==> src/rtl/mem_access_ctrl.sv <==
// Data-memory access sequencer between execute and a word-wide single-port RAM.
// Handles lb/lbu/lh/lhu/lw loads with extraction/extension, sw direct writes,
// and sb/sh as read-modify-write because the RAM only has a whole-word enable.
// Handshake: a request is taken on a rising edge where req_valid_i=1 and
// req_ready_o=1 (ready is high only in IDLE); the result is a one-cycle
// rsp_valid_o pulse with rsp_dat_o/rsp_err_o, no backpressure on the response.
module mem_access_ctrl #(
  parameter int RD_LATENCY = 1
) (
  input  logic        clk_i,
  input  logic        rst_i,
  input  logic        req_valid_i,
  output logic        req_ready_o,
  input  logic        req_we_i,
  input  logic [2:0]  req_funct3_i,
  input  logic [31:0] req_adr_i,
  input  logic [31:0] req_dat_i,
  output logic        rsp_valid_o,
  output logic [31:0] rsp_dat_o,
  output logic        rsp_err_o,
  output logic        ram_wen_o,
  output logic [31:0] ram_adr_o,
  output logic [31:0] ram_dat_o,
  input  logic [31:0] ram_dat_i,
  output logic [1:0]  dbg_state_o
);

  typedef enum logic [1:0] {
    IDLE    = 2'd0,
    RD_WAIT = 2'd1,
    WRITE   = 2'd2,
    RESP    = 2'd3
  } state_t;

  localparam logic [1:0] CNT_LAST = 2'(RD_LATENCY - 1);

  state_t      r_state;
  state_t      w_next;
  logic        r_we;
  logic [2:0]  r_f3;
  logic [1:0]  r_lane;
  logic [15:0] r_sdat;
  logic [1:0]  r_cnt;

  logic        w_accept;
  logic        w_req_err;
  logic        w_is_sw;
  logic        w_rd_last;
  logic [7:0]  w_byte;
  logic [15:0] w_half;
  logic [31:0] w_load;
  logic [31:0] w_merge;

  // Illegal funct3 for the direction, or address not aligned to the access size.
  function automatic logic f_err(input logic we, input logic [2:0] f3, input logic [1:0] a);
    logic bad_f3;
    bad_f3 = we ? (f3 > 3'b010) : (f3 == 3'b011 || f3 == 3'b110 || f3 == 3'b111);
    return bad_f3 || (f3[1:0] == 2'b01 && a[0]) || (f3[1:0] == 2'b10 && a != 2'b00);
  endfunction

  assign w_accept    = (r_state == IDLE) && req_valid_i;
  assign w_req_err   = f_err(req_we_i, req_funct3_i, req_adr_i[1:0]);
  assign w_is_sw     = req_we_i && (req_funct3_i == 3'b010);
  assign w_rd_last   = (r_state == RD_WAIT) && (r_cnt == CNT_LAST);
  assign req_ready_o = (r_state == IDLE);
  assign rsp_valid_o = (r_state == RESP);
  assign ram_wen_o   = (r_state == WRITE);
  assign dbg_state_o = r_state;

  // State register.
  always_ff @(posedge clk_i or posedge rst_i) begin
    if (rst_i) r_state <= IDLE;
    else       r_state <= w_next;
  end

  // Next-state decode.
  always_comb begin
    w_next = r_state;
    case (r_state)
      IDLE: begin
        if (req_valid_i) begin
          if (w_req_err)    w_next = RESP;
          else if (w_is_sw) w_next = WRITE;
          else              w_next = RD_WAIT;
        end
      end
      RD_WAIT: if (r_cnt == CNT_LAST) w_next = r_we ? WRITE : RESP;
      WRITE:   w_next = RESP;
      RESP:    w_next = IDLE;
      default: w_next = IDLE;
    endcase
  end

  // Load extraction/extension and sub-word store merge from the read word.
  always_comb begin
    w_byte  = 8'h00;
    w_half  = r_lane[1] ? ram_dat_i[31:16] : ram_dat_i[15:0];
    w_load  = ram_dat_i;
    w_merge = ram_dat_i;
    case (r_lane)
      2'd0: w_byte = ram_dat_i[7:0];
      2'd1: w_byte = ram_dat_i[15:8];
      2'd2: w_byte = ram_dat_i[23:16];
      default: w_byte = ram_dat_i[31:24];
    endcase
    case (r_f3)
      3'b000:  w_load = {{24{w_byte[7]}}, w_byte};
      3'b001:  w_load = {{16{w_half[15]}}, w_half};
      3'b100:  w_load = {24'h0, w_byte};
      3'b101:  w_load = {16'h0, w_half};
      default: w_load = ram_dat_i;
    endcase
    if (r_f3[1:0] == 2'b00) begin
      case (r_lane)
        2'd0: w_merge[7:0]   = r_sdat[7:0];
        2'd1: w_merge[15:8]  = r_sdat[7:0];
        2'd2: w_merge[23:16] = r_sdat[7:0];
        default: w_merge[31:24] = r_sdat[7:0];
      endcase
    end else if (r_lane[1]) begin
      w_merge[31:16] = r_sdat;
    end else begin
      w_merge[15:0] = r_sdat;
    end
  end

  // Request latch, read-latency counter, RAM address/data and response registers.
  always_ff @(posedge clk_i or posedge rst_i) begin
    if (rst_i) begin
      r_we      <= 1'b0;
      r_f3      <= 3'b000;
      r_lane    <= 2'b00;
      r_sdat    <= 16'h0;
      r_cnt     <= 2'b00;
      ram_adr_o <= 32'h0;
      ram_dat_o <= 32'h0;
      rsp_dat_o <= 32'h0;
      rsp_err_o <= 1'b0;
    end else begin
      if (w_accept) begin
        r_we      <= req_we_i;
        r_f3      <= req_funct3_i;
        r_lane    <= req_adr_i[1:0];
        r_sdat    <= req_dat_i[15:0];
        r_cnt     <= 2'b00;
        ram_adr_o <= {req_adr_i[31:2], 2'b00};
        if (w_req_err) begin
          rsp_dat_o <= 32'h0;
          rsp_err_o <= 1'b1;
        end else if (w_is_sw) begin
          ram_dat_o <= req_dat_i;
        end
      end
      if (r_state == RD_WAIT) begin
        if (!w_rd_last) begin
          r_cnt <= r_cnt + 2'd1;
        end else if (r_we) begin
          ram_dat_o <= w_merge;
        end else begin
          rsp_dat_o <= w_load;
          rsp_err_o <= 1'b0;
        end
      end
      if (r_state == WRITE) begin
        rsp_dat_o <= 32'h0;
        rsp_err_o <= 1'b0;
      end
    end
  end

endmodule
==> config.mk <==
export PLATFORM = sky130hd
export DESIGN_NAME = mem_access_ctrl
export DESIGN_NICKNAME = d
export VERILOG_FILES = /design/src/rtl/mem_access_ctrl.sv
export SDC_FILE = /design/constraint.sdc
export NUM_CORES = 1
export LEC_CHECK = 0
export CORE_UTILIZATION = 49
export CTS_CLUSTER_SIZE = 8
export DETAILED_ROUTE_END_ITERATION = 10
export PLACE_DENSITY = 0.86
export SLEW_MARGIN = 30
export SYNTH_ARGS = -nofsm -noshare
export SYNTH_HDL_FRONTEND = slang
export SYNTH_SLANG_ARGS = --single-unit
==> constraint.sdc <==
create_clock -name clk_i -period 11.7 [get_ports clk_i]
set_clock_uncertainty 0.15 [all_clocks]
set_input_delay 3.51 -clock clk_i [delete_from_list [all_inputs] [get_ports clk_i]]
set_output_delay 3.51 -clock clk_i [all_outputs]
set_load 0.1 [all_outputs]
==> results.txt, run 1 <==
----------------------------------------------------
[Run status]
  Violations in the final reports ... DRC
  Run status ... finished, violations left

[Logic synthesis]
  Count of distinct cell types in the synthesized netlist ... 53
  Sequential share of the synthesized area ... 0.5076
  Synth area leader ... dfrtp_1
  Number of cells produced by synthesis ... about 520
  Number of warning messages in the yosys log ... 0
  Fraction of registers with async set/reset ... 1.000
  Count of flip-flops with a built-in enable after synthesis ... 0
  Post-Synthesis Cell Area ... around 6000 um2
  Portion of synthesized cell area occupied by the leading cell type ... 0.5076
  Synth area leaders ... dfrtp_1, mux2_2, mux2i_1
  Most used DFF post-synth ... dfrtp_1
  Mean Syn Cell Area ... between 10 and 15 um2
  Number of synthesized register bits ... around 120

[Clock network]
  Post-cts gate resize count ... 0
  TritonCTS clock tree ... yes
  Clk sink count ... ~120
  Clock latency on the worst-skew pair ... ~420 ps
  Bufs on Longest Clock Path ... 2
  Setup Fix Bufs, Post-CTS ... 0
  H-Tree Depth ... 4
  Number of buffers created by CTS ... 17
  Clock edge transition at the registers on the reported setup and hold paths ... 60 ps
  Root buffer selected by CTS ... clkbuf_16
  Number of hold buffers added after CTS ... 0

[Routing]
  Count of unresolved DRC violations after routing ... 15
  Average wire per cell in the routed design ... about 21 um
  Detailed-routing iteration count for the pre-antenna-repair pass ... 11
  Residual antenna-violating net count after detailed routing ... 0
  Vias per Instance ... about 6
  Drt first-iter violations ... between 400 and 500
  Vias ... ~5200
  Total wire length after detailed routing ... ~19 mm

[Floorplanning]
  Total die area ... around 13000 um2
  Overall die height ... about 110 um
  Starting density of the core ... 0.5115
  Area of the core ... 11660 um2
  X dimension of the die ... between 100 and 150 um
  Top-level I/O count ... 205
  Number of placement rows ... 39

[Timing]
  Number of setup violations in the final report ... 0
  Final critical-path share of the clock period ... 0.5294
  Number of failing hold endpoints at the final stage ... 0
  Final hold slack ... approximately 350 ps
  Count of final max-slew check failures ... 0
  Max Clk Rate ... around 160 MHz
  Post-route setup slack ... between 5000 and 6000 ps
  Unrepaired setup endpoints after global routing ... no
  Slew headroom ... 0.3120
  Worst-Margin Slew ... approximately 1000 ps
  Post-layout min period ... just over 6000 ps
  Total negative setup slack ... 0 ps

[Final layout]
  Count of nets after finishing ... 816
  Highest-count cells in the layout ignoring fill and taps ... clkdlybuf4s50_1, dfrtp_1, mux2i_1
  Count of antenna diodes in the layout ... 0
  Most frequent standard cell in the layout excluding fill and tap cells ... clkdlybuf4s50_1
  Number of fill cells in the layout ... a little over 800
  Area growth from synthesis to final layout ... 44.63%
  Fraction of final layout cells with drive strength greater than 1 ... 0.1500

[Global routing]
  Number of antenna violations at the first check in global routing ... 0
  Total routing usage reported by global routing ... 0.3062
  Global-route wire length before repair ... ~29 mm
  Vias in the first global route ... between 5000 and 6000
  GRT overflow ... 0
  Largest net degree at the start of global routing ... 74

[Setup path]
  Stage delay of the slowest cell on the critical path ... between 1000 and 1500 ps
  Flop-to-flop setup slack ... slightly below 9000 ps
  Worst EP required ... between 8000 and 9000 ps
  Category of the most critical setup path ... reg2out
  Cell with the largest stage delay on the worst path ... clkdlybuf4s50_1
  Highest fanout seen on the critical path ... 6
  Number of cells on the worst reg-to-reg path ... 7
  Logic depth of the worst path, buffers included ... 3
  Startpoint class of the critical path ... flop
  Cells along the critical path ... inv_1, ha_1, clkdlybuf4s50_1
  Kind of cell adding the most delay to the critical path ... buffers and inverters
  Buf+Inv Stages, Crit Path ... 2
  Critical path capture point type ... output port
  Arrival time of the worst setup path ... between 2000 and 3000 ps

[Place]
  DPL Wire Length ... 13.19 mm
  DP Worst Slack ... approximately 5800 ps
  Number of buffers added on ports ... about 200
  Last weighted congestion value of the routability-driven placer ... just under 0.9

[Worst hold path]
  Worst min-delay path category ... reg2reg
  Number of cells traversed by the worst hold path ... 1

[Job]
  Max-Cap Viols ... 0

----------------------------------------------------
## final cells by class
| type | count | area [um2] | share of cell area |
|---|---|---|---|
| tap | 143 | 178.9 | 0.02074 |
| clock inverter | 7 | 90.09 | 0.01044 |
| sequential | 121 | 3028 | 0.3509 |
| clock buffer | 24 | 501.7 | 0.05815 |
| timing repair buffer | 207 | 2054 | 0.2381 |
| multi-input combinational | 352 | 2736 | 0.3171 |
| inverter | 9 | 38.79 | 0.004495 |
## cell families (layout without fill, tap and decap cells)
| kind of cell | Yosys count | in the layout | share of synthesized area |
|---|---|---|---|
| adders and majority gates | 5 | 5 | 0.01049 |
| other | 1 | 2 | 0.0006286 |
| muxes | 121 | 121 | 0.2171 |
| buffers and inverters | 46 | 247 | 0.03922 |
| AOI/OAI and AO/OA | 98 | 98 | 0.1193 |
| DFF | 121 | 121 | 0.5075 |
| and+or+nand+nor | 126 | 126 | 0.1057 |
## final timing paths
check,startpoint,to
worst max-delay path,dbg_state_o[0],ram_wen_o
worst min-delay path,r_cnt[0],r_cnt[0]
worst max register to register,dbg_state_o[0],rsp_dat_o[14]
worst min register to register,r_cnt[0],r_cnt[0]
max in group asynchronous,rst_i,rsp_dat_o[5]
min in group asynchronous,rst_i,ram_adr_o[18]
## Yosys cell counts (all sizes together) (2+ instances only)
| cell | number |
|---|---|
| nor2b | 4 |
| a211o | 2 |
| nor2 | 6 |
| and3 | 9 |
| buf | 18 |
| ha | 5 |
| a221o | 8 |
| and2 | 2 |
| o211ai | 5 |
| or3 | 2 |
| a211oi | 9 |
| clkbuf | 19 |
| inv | 9 |
| a21o | 2 |
| o221ai | 8 |
| mux2 | 57 |
| nor3 | 6 |
| dfrtp | 121 |
| nand2 | 56 |
| o22ai | 8 |
| and3b | 3 |
| a221oi | 2 |
| a21oi | 21 |
| o21ai | 18 |
| nor4bb | 2 |
| nand3 | 26 |
| nand2b | 2 |
| mux2i | 63 |
| o22a | 8 |
| a2111oi | 2 |
## metrics by stage
step	instances	cell area (um2)	utilization
global route	863	8628	0.7398
finish	863	8628	0.7398
floorplan	519	5969	-
global placement	832	8015	0.6873
CTS	863	8620	0.7391
detailed placement	832	8028	0.6883
## metal layers
metal	track usage	routed length, um	share of wire	vias to the layer above
met5	0	0	0	-
met4	0.1324	644	0.035	0
met3	0.09935	1909	0.10	63
met2	0.5093	8963	0.48	342
met1	0.3659	7023	0.38	2536
li1	-	-	-	2283
## sequential cells by signal, indices dropped and copies added (netlist names), 2 cells and up
name,flops
r_lane,2
ram_dat_o,32
r_sdat,16
ram_adr_o,30
r_f3,3
dbg_state_o,2
r_cnt,2
rsp_dat_o,32
Power of run 1 is not shown: default switching activity piles up to over one toggle a cycle in this logic, so the estimate is an artifact.
==> inputs of run 2 (changes only) <==
CORE_UTILIZATION = 41   (was 49)
PLACE_DENSITY = 0.76   (was 0.86)
clock period = 5.35 ns   (was 11.7 ns; I/O delays follow)
==> results.txt, run 2 (synthesis gave the netlist of run 1 again) <==
----------------------------------------------------
[Final layout]
  Area growth from synthesis to final layout ... 45.68%
  Final cell count without fillers ... 901 (+4.4%)
  Final Cell Area ... 8691 um2 (+0.73%)
  Most frequent standard cell in the layout excluding fill and tap cells ... clkdlybuf4s50_1
  Fraction of final layout cells with drive strength greater than 1 ... 0.1526 (+0.002566)
  Highest-count cells in the layout ignoring fill and taps ... clkdlybuf4s50_1, dfrtp_1, mux2i_1
  Count of nets after finishing ... 816 (unchanged)
  Largest registers in the final layout ... ram_dat_o: 32 flops, rsp_dat_o: 32 flops, ram_adr_o: 30 flops
  Count of antenna diodes in the layout ... 0 (unchanged)

[Clock network]
  Root buffer selected by CTS ... clkbuf_16
  Number of hold buffers added after CTS ... 0 (unchanged)
  Clk sink count ... 121 (unchanged)
  Bufs on Longest Clock Path ... 2 (unchanged)
  H-Tree Depth ... 4 (unchanged)
  Clock latency on the worst-skew pair ... 420 ps (about the same)
  Number of buffers created by CTS ... 17 (unchanged)
  Clock edge transition at the registers on the reported setup and hold paths ... 50 ps (about the same)
  TritonCTS clock tree ... yes
  Setup Fix Bufs, Post-CTS ... 0 (unchanged)
  Post-cts gate resize count ... 0 (unchanged)

[Global routing]
  Gr busiest metal ... met2
  Met1 layer usage reported by global route ... 0.3003 (-0.06559)
  Global-route wire length before repair ... 27.65 mm (-6.1%)
  Met3 track demand over resource in global routing ... 0.08457 (-0.01478)
  Largest net degree at the start of global routing ... 65 (-12%)
  GRT overflow ... 0 (unchanged)
  Total routing usage reported by global routing ... 0.2468 (-0.05940)
  GRT met2 Usage ... 0.3971 (-0.1122)
  Number of antenna violations at the first check in global routing ... 0 (unchanged)
  Vias in the first global route ... 5170 (-6.5%)

[Setup path]
  Destination of the critical timing path ... ram_wen_o
  Startpoint class of the critical path ... flop
  Flop-to-flop setup slack ... 2580 ps (-6330 ps)
  Endpoint of the worst-slack reg-to-reg timing path ... rsp_dat_o[12]
  Worst EP required ... 3600 ps (-4440 ps)
  Cells along the critical path ... inv_1, ha_1, clkdlybuf4s50_1
  Category of the most critical setup path ... reg2out
  Arrival time of the worst setup path ... 2510 ps (-20 ps)
  Cell with the largest stage delay on the worst path ... clkdlybuf4s50_1
  Number of cells on the worst reg-to-reg path ... 7 (unchanged)
  Startpoint of the worst setup timing path ... dbg_state_o[0]
  Critical path capture point type ... output port
  Highest fanout seen on the critical path ... 6 (unchanged)
  Stage delay of the slowest cell on the critical path ... 1210 ps (about the same)
  Source of the worst register-to-register timing path ... dbg_state_o[0]

[Timing]
  Post-layout min period ... approximately 4300 ps
  Final critical-path share of the clock period ... 0.7973
  Worst-Margin Slew ... 1036 ps (+7.398 ps)
  Max Clk Rate ... ~230 MHz
  Total negative setup slack ... 0 ps (unchanged)
  Number of setup violations in the final report ... 0 (unchanged)
  Count of final max-slew check failures ... 0 (unchanged)
  Post-route setup slack ... 1084 ps (-4422 ps)
  Unrepaired setup endpoints after global routing ... no
  Number of failing hold endpoints at the final stage ... 0 (unchanged)
  Slew headroom ... 0.3071 (-0.004948)

[Floorplanning]
  X dimension of the die ... 122.6 um (+9.2%)
  Number of placement rows ... 43 (+10%)
  Top-level I/O count ... 205 (unchanged)
  Overall die height ... 122.6 um (+9.2%)
  Total die area ... 15040 um2 (+19%)
  Area of the core ... 14040 um2 (+20%)
  Starting density of the core ... 0.4248 (-0.08669)

[Worst hold path]
  Worst min-delay path category ... reg2reg

[Place]
  DP Worst Slack ... 1305 ps (-4447 ps)
  Number of buffers added on ports ... 202 (unchanged)
  Last weighted congestion value of the routability-driven placer ... 0.8274 (-6.6%)
  Cells after DPL ... 869 (+4.4%)
  DPL Wire Length ... 13.03 mm (-1.3%)
  Dpl cell area ... 8083 um2 (+0.69%)

[Routing]
  Vias ... 5038 (-3.6%)
  Count of unresolved DRC violations after routing ... 0 (-15)
  Average wire per cell in the routed design ... 19.82 um (-7.8%)
  Residual antenna-violating net count after detailed routing ... 0 (unchanged)
  Total wire length after detailed routing ... 17.86 mm (-3.7%)
  Detailed-routing iteration count for the pre-antenna-repair pass ... 5 (-6)
  Drt first-iter violations ... 340 (-25%)
  Vias per Instance ... 5.592 (-7.6%)

[Run status]
  Run status ... completed

[Job]
  Max-Cap Viols ... 0 (unchanged)

----------------------------------------------------
-- run 2: layer usage --
metal	wire length, um	up-vias	share of wire
li1	-	2288	-
met1	7202	2469	0.40
met2	8626	246	0.48
met3	1640	35	0.092
met4	386	0	0.022
met5	0	-	0
-- run 2: area by class of cell --
type | count | area [um2]
well taps | 180 | 225.2
inverters | 9 | 36.28
multi-input cells | 352 | 2736
fillers | 1129 | 5351
clock buffers | 25 | 515.5
flip-flops and latches | 121 | 3028
clock inverters | 7 | 87.58
repair buffers | 207 | 2062
-- run 2: worst min path at each step --
stage / from / end / slack (ps) / depth (start not counted)
floorplan: r_cnt[0] / r_cnt[0] / 310 / 1
global placement: r_cnt[0] / r_cnt[0] / 330 / 1
detailed placement: rsp_dat_o[17] / rsp_dat_o[17] / 330 / 2
CTS: rsp_dat_o[6] / rsp_dat_o[6] / 350 / 2
global route: rsp_dat_o[17] / rsp_dat_o[17] / 370 / 2
finish: rsp_dat_o[31] / rsp_dat_o[31] / 350 / 2
-- run 2: critical path, delay by kind of cell, from the launching register on --
| family | cells | cell delay [ps] |
|---|---|---|
| adders and majority gates | 1 | 330 |
| buffers and inverters | 2 | 1340 |
| DFF | 1 | 430 |
-- run 2: stage by stage --
step	utilization	hold WS, ps
2_1_floorplan	-	308.4
3_3_place_gp	0.5750	328.7
3_5_place_dp	0.5756	330.1
4_1_cts	0.6186	348.9
5_1_grt	0.6189	373.0
6_report	0.6189	346.6
Power of run 2 is left out for the same reason.
==> inputs of run 3 (changes only) <==
clock period = 3.43 ns   (was 5.35 ns; I/O delays follow)
==> results.txt, run 3 (synthesis gave the netlist of run 1 again) <==
----------------------------------------------------
[Routing]
  Total routed wire length on the met1 layer ... 7.135 mm (-0.93%)
  Count of unresolved DRC violations after routing ... 0 (unchanged)
  Detailed-routing iteration count for the pre-antenna-repair pass ... 4 (-1)
  Residual antenna-violating net count after detailed routing ... 0 (unchanged)
  Met2 Wirelength ... 8.634 mm (about the same)
  Vias per Instance ... 5.546 (-0.82%)
  Met3 wirelength from detailed routing ... 1.485 mm (-9.5%)
  Vias ... 5019 (-0.38%)
  Average wire per cell in the routed design ... 19.47 um (-1.8%)
  Uppermost layer routed ... met4
  Drt first-iter violations ... 353 (+3.8%)
  Total wire length after detailed routing ... 17.62 mm (-1.3%)

[Clock network]
  Bufs on Longest Clock Path ... 2 (unchanged)
  Clock edge transition at the registers on the reported setup and hold paths ... 50 ps (about the same)
  Clk sink count ... 121 (unchanged)
  H-Tree Depth ... 4 (unchanged)
  Number of hold buffers added after CTS ... 0 (unchanged)
  TritonCTS clock tree ... yes
  Clock latency on the worst-skew pair ... 410 ps (about the same)
  Post-cts gate resize count ... 0 (unchanged)
  Setup Fix Bufs, Post-CTS ... 0 (unchanged)
  Root buffer selected by CTS ... clkbuf_16
  Number of buffers created by CTS ... 17 (unchanged)

[Floorplanning]
  Overall die height ... 122.6 um (unchanged)
  Starting density of the core ... 0.4248 (unchanged)
  Number of placement rows ... 43 (unchanged)
  Top-level I/O count ... 205 (unchanged)
  Total die area ... 15040 um2 (unchanged)
  X dimension of the die ... 122.6 um (unchanged)
  Area of the core ... 14040 um2 (unchanged)

[Setup path]
  Number of cells on the worst reg-to-reg path ... 6 (-1)
  Endpoint of the worst-slack reg-to-reg timing path ... rsp_dat_o[30]
  Worst EP required ... 2250 ps (-1350 ps)
  Source of the worst register-to-register timing path ... dbg_state_o[0]
  Startpoint class of the critical path ... flop
  Highest fanout seen on the critical path ... 6 (unchanged)
  Arrival time of the worst setup path ... 1660 ps (-850 ps)
  Critical path capture point type ... output port
  Category of the most critical setup path ... reg2out
  Flop-to-flop setup slack ... 740 ps (-1840 ps)

[Place]
  DPL Wire Length ... 13.23 mm (+1.5%)
  Last weighted congestion value of the routability-driven placer ... 0.8312 (+0.46%)
  Number of buffers added on ports ... 202 (unchanged)

[Timing]
  Max Clk Rate ... roughly 350 MHz
  Final critical-path share of the clock period ... 0.8290
  Slew headroom ... 0.4632 (+0.1561)
  Post-layout min period ... between 2000 and 3000 ps
  Total negative setup slack ... 0 ps (unchanged)
  Count of final max-slew check failures ... 0 (unchanged)
  Worst-Margin Slew ... 805.2 ps (-230.9 ps)
  Number of setup violations in the final report ... 0 (unchanged)
  Unrepaired setup endpoints after global routing ... no
  Number of failing hold endpoints at the final stage ... 0 (unchanged)

[Final layout]
  Area growth from synthesis to final layout ... 42.58%
  Most frequent standard cell in the layout excluding fill and tap cells ... dfrtp_1
  Count of antenna diodes in the layout ... 0 (unchanged)
  Highest-count cells in the layout ignoring fill and taps ... dfrtp_1, buf_4, clkdlybuf4s50_1
  Largest registers in the final layout ... ram_dat_o: 32 flops, rsp_dat_o: 32 flops, ram_adr_o: 30 flops
  Final core utilization ... 0.6057 (-0.01319)
  Fraction of final layout cells with drive strength greater than 1 ... 0.2841 (+0.1316)
  Count of nets after finishing ... 820 (+0.49%)

[Worst hold path]
  Source of the worst hold timing path ... r_cnt[0]
  Endpoint of the worst hold-timing path ... r_cnt[0]
  Worst min-delay path category ... reg2reg
  Number of cells traversed by the worst hold path ... 1 (-1)

[Global routing]
  Vias in the first global route ... 5148 (-0.43%)
  Number of antenna violations at the first check in global routing ... 0 (unchanged)
  Total routing usage reported by global routing ... 0.2422 (-0.004611)
  Largest net degree at the start of global routing ... 122 (+88%)
  Global-route wire length before repair ... 27.05 mm (-2.2%)
  GRT overflow ... 0 (unchanged)

[Job]
  Max-Cap Viols ... 0 (unchanged)

[Run status]
  Run status ... completed

----------------------------------------------------
-- run 3: layer usage --
layer  track usage  vias to the layer above
li1              -                     2296
met1        0.2932                     2462
met2        0.3999                      233
met3       0.08178                       28
met4       0.08689                        0
met5             0                        -
-- run 3: worst max-delay path by stage --
stage,startpoint,to,slack (ps)
after floorplan,dbg_state_o[1],rsp_dat_o[12],70
after global placement,req_funct3_i[0],rsp_dat_o[15],410
after detailed placement,ram_dat_i[23],rsp_dat_o[28],230
after CTS,dbg_state_o[0],ram_wen_o,560
after global routing,dbg_state_o[0],ram_wen_o,520
final,dbg_state_o[0],ram_wen_o,590
-- run 3: final cells by class --
cell class	instances	area, um2
tap	180	225.2
sequential	121	3028
multi-input combinational	352	2723
timing repair buffer	211	1877
clock buffer	25	475.5
fill	1158	5537
clock inverter	7	140.1
inverter	9	37.54
-- run 3: critical path, stage by stage (launching register included) --
cell	delay [ps]
dfrtp_1	430
inv_1	140
ha_1	330
buf_4	350
-- run 3: through the flow --
step,hold WS (ps),instances,worst slack (ps),cell area [um2]
floorplan,308.4,519,65.39,5973
global placement,326.5,873,408.8,7880
detailed placement,335.3,873,234.9,7880
CTS,345.9,905,565.0,8496
global route,364.0,905,519.9,8506
finish,344.5,905,586.5,8506
Power of run 3 is left out for the same reason.
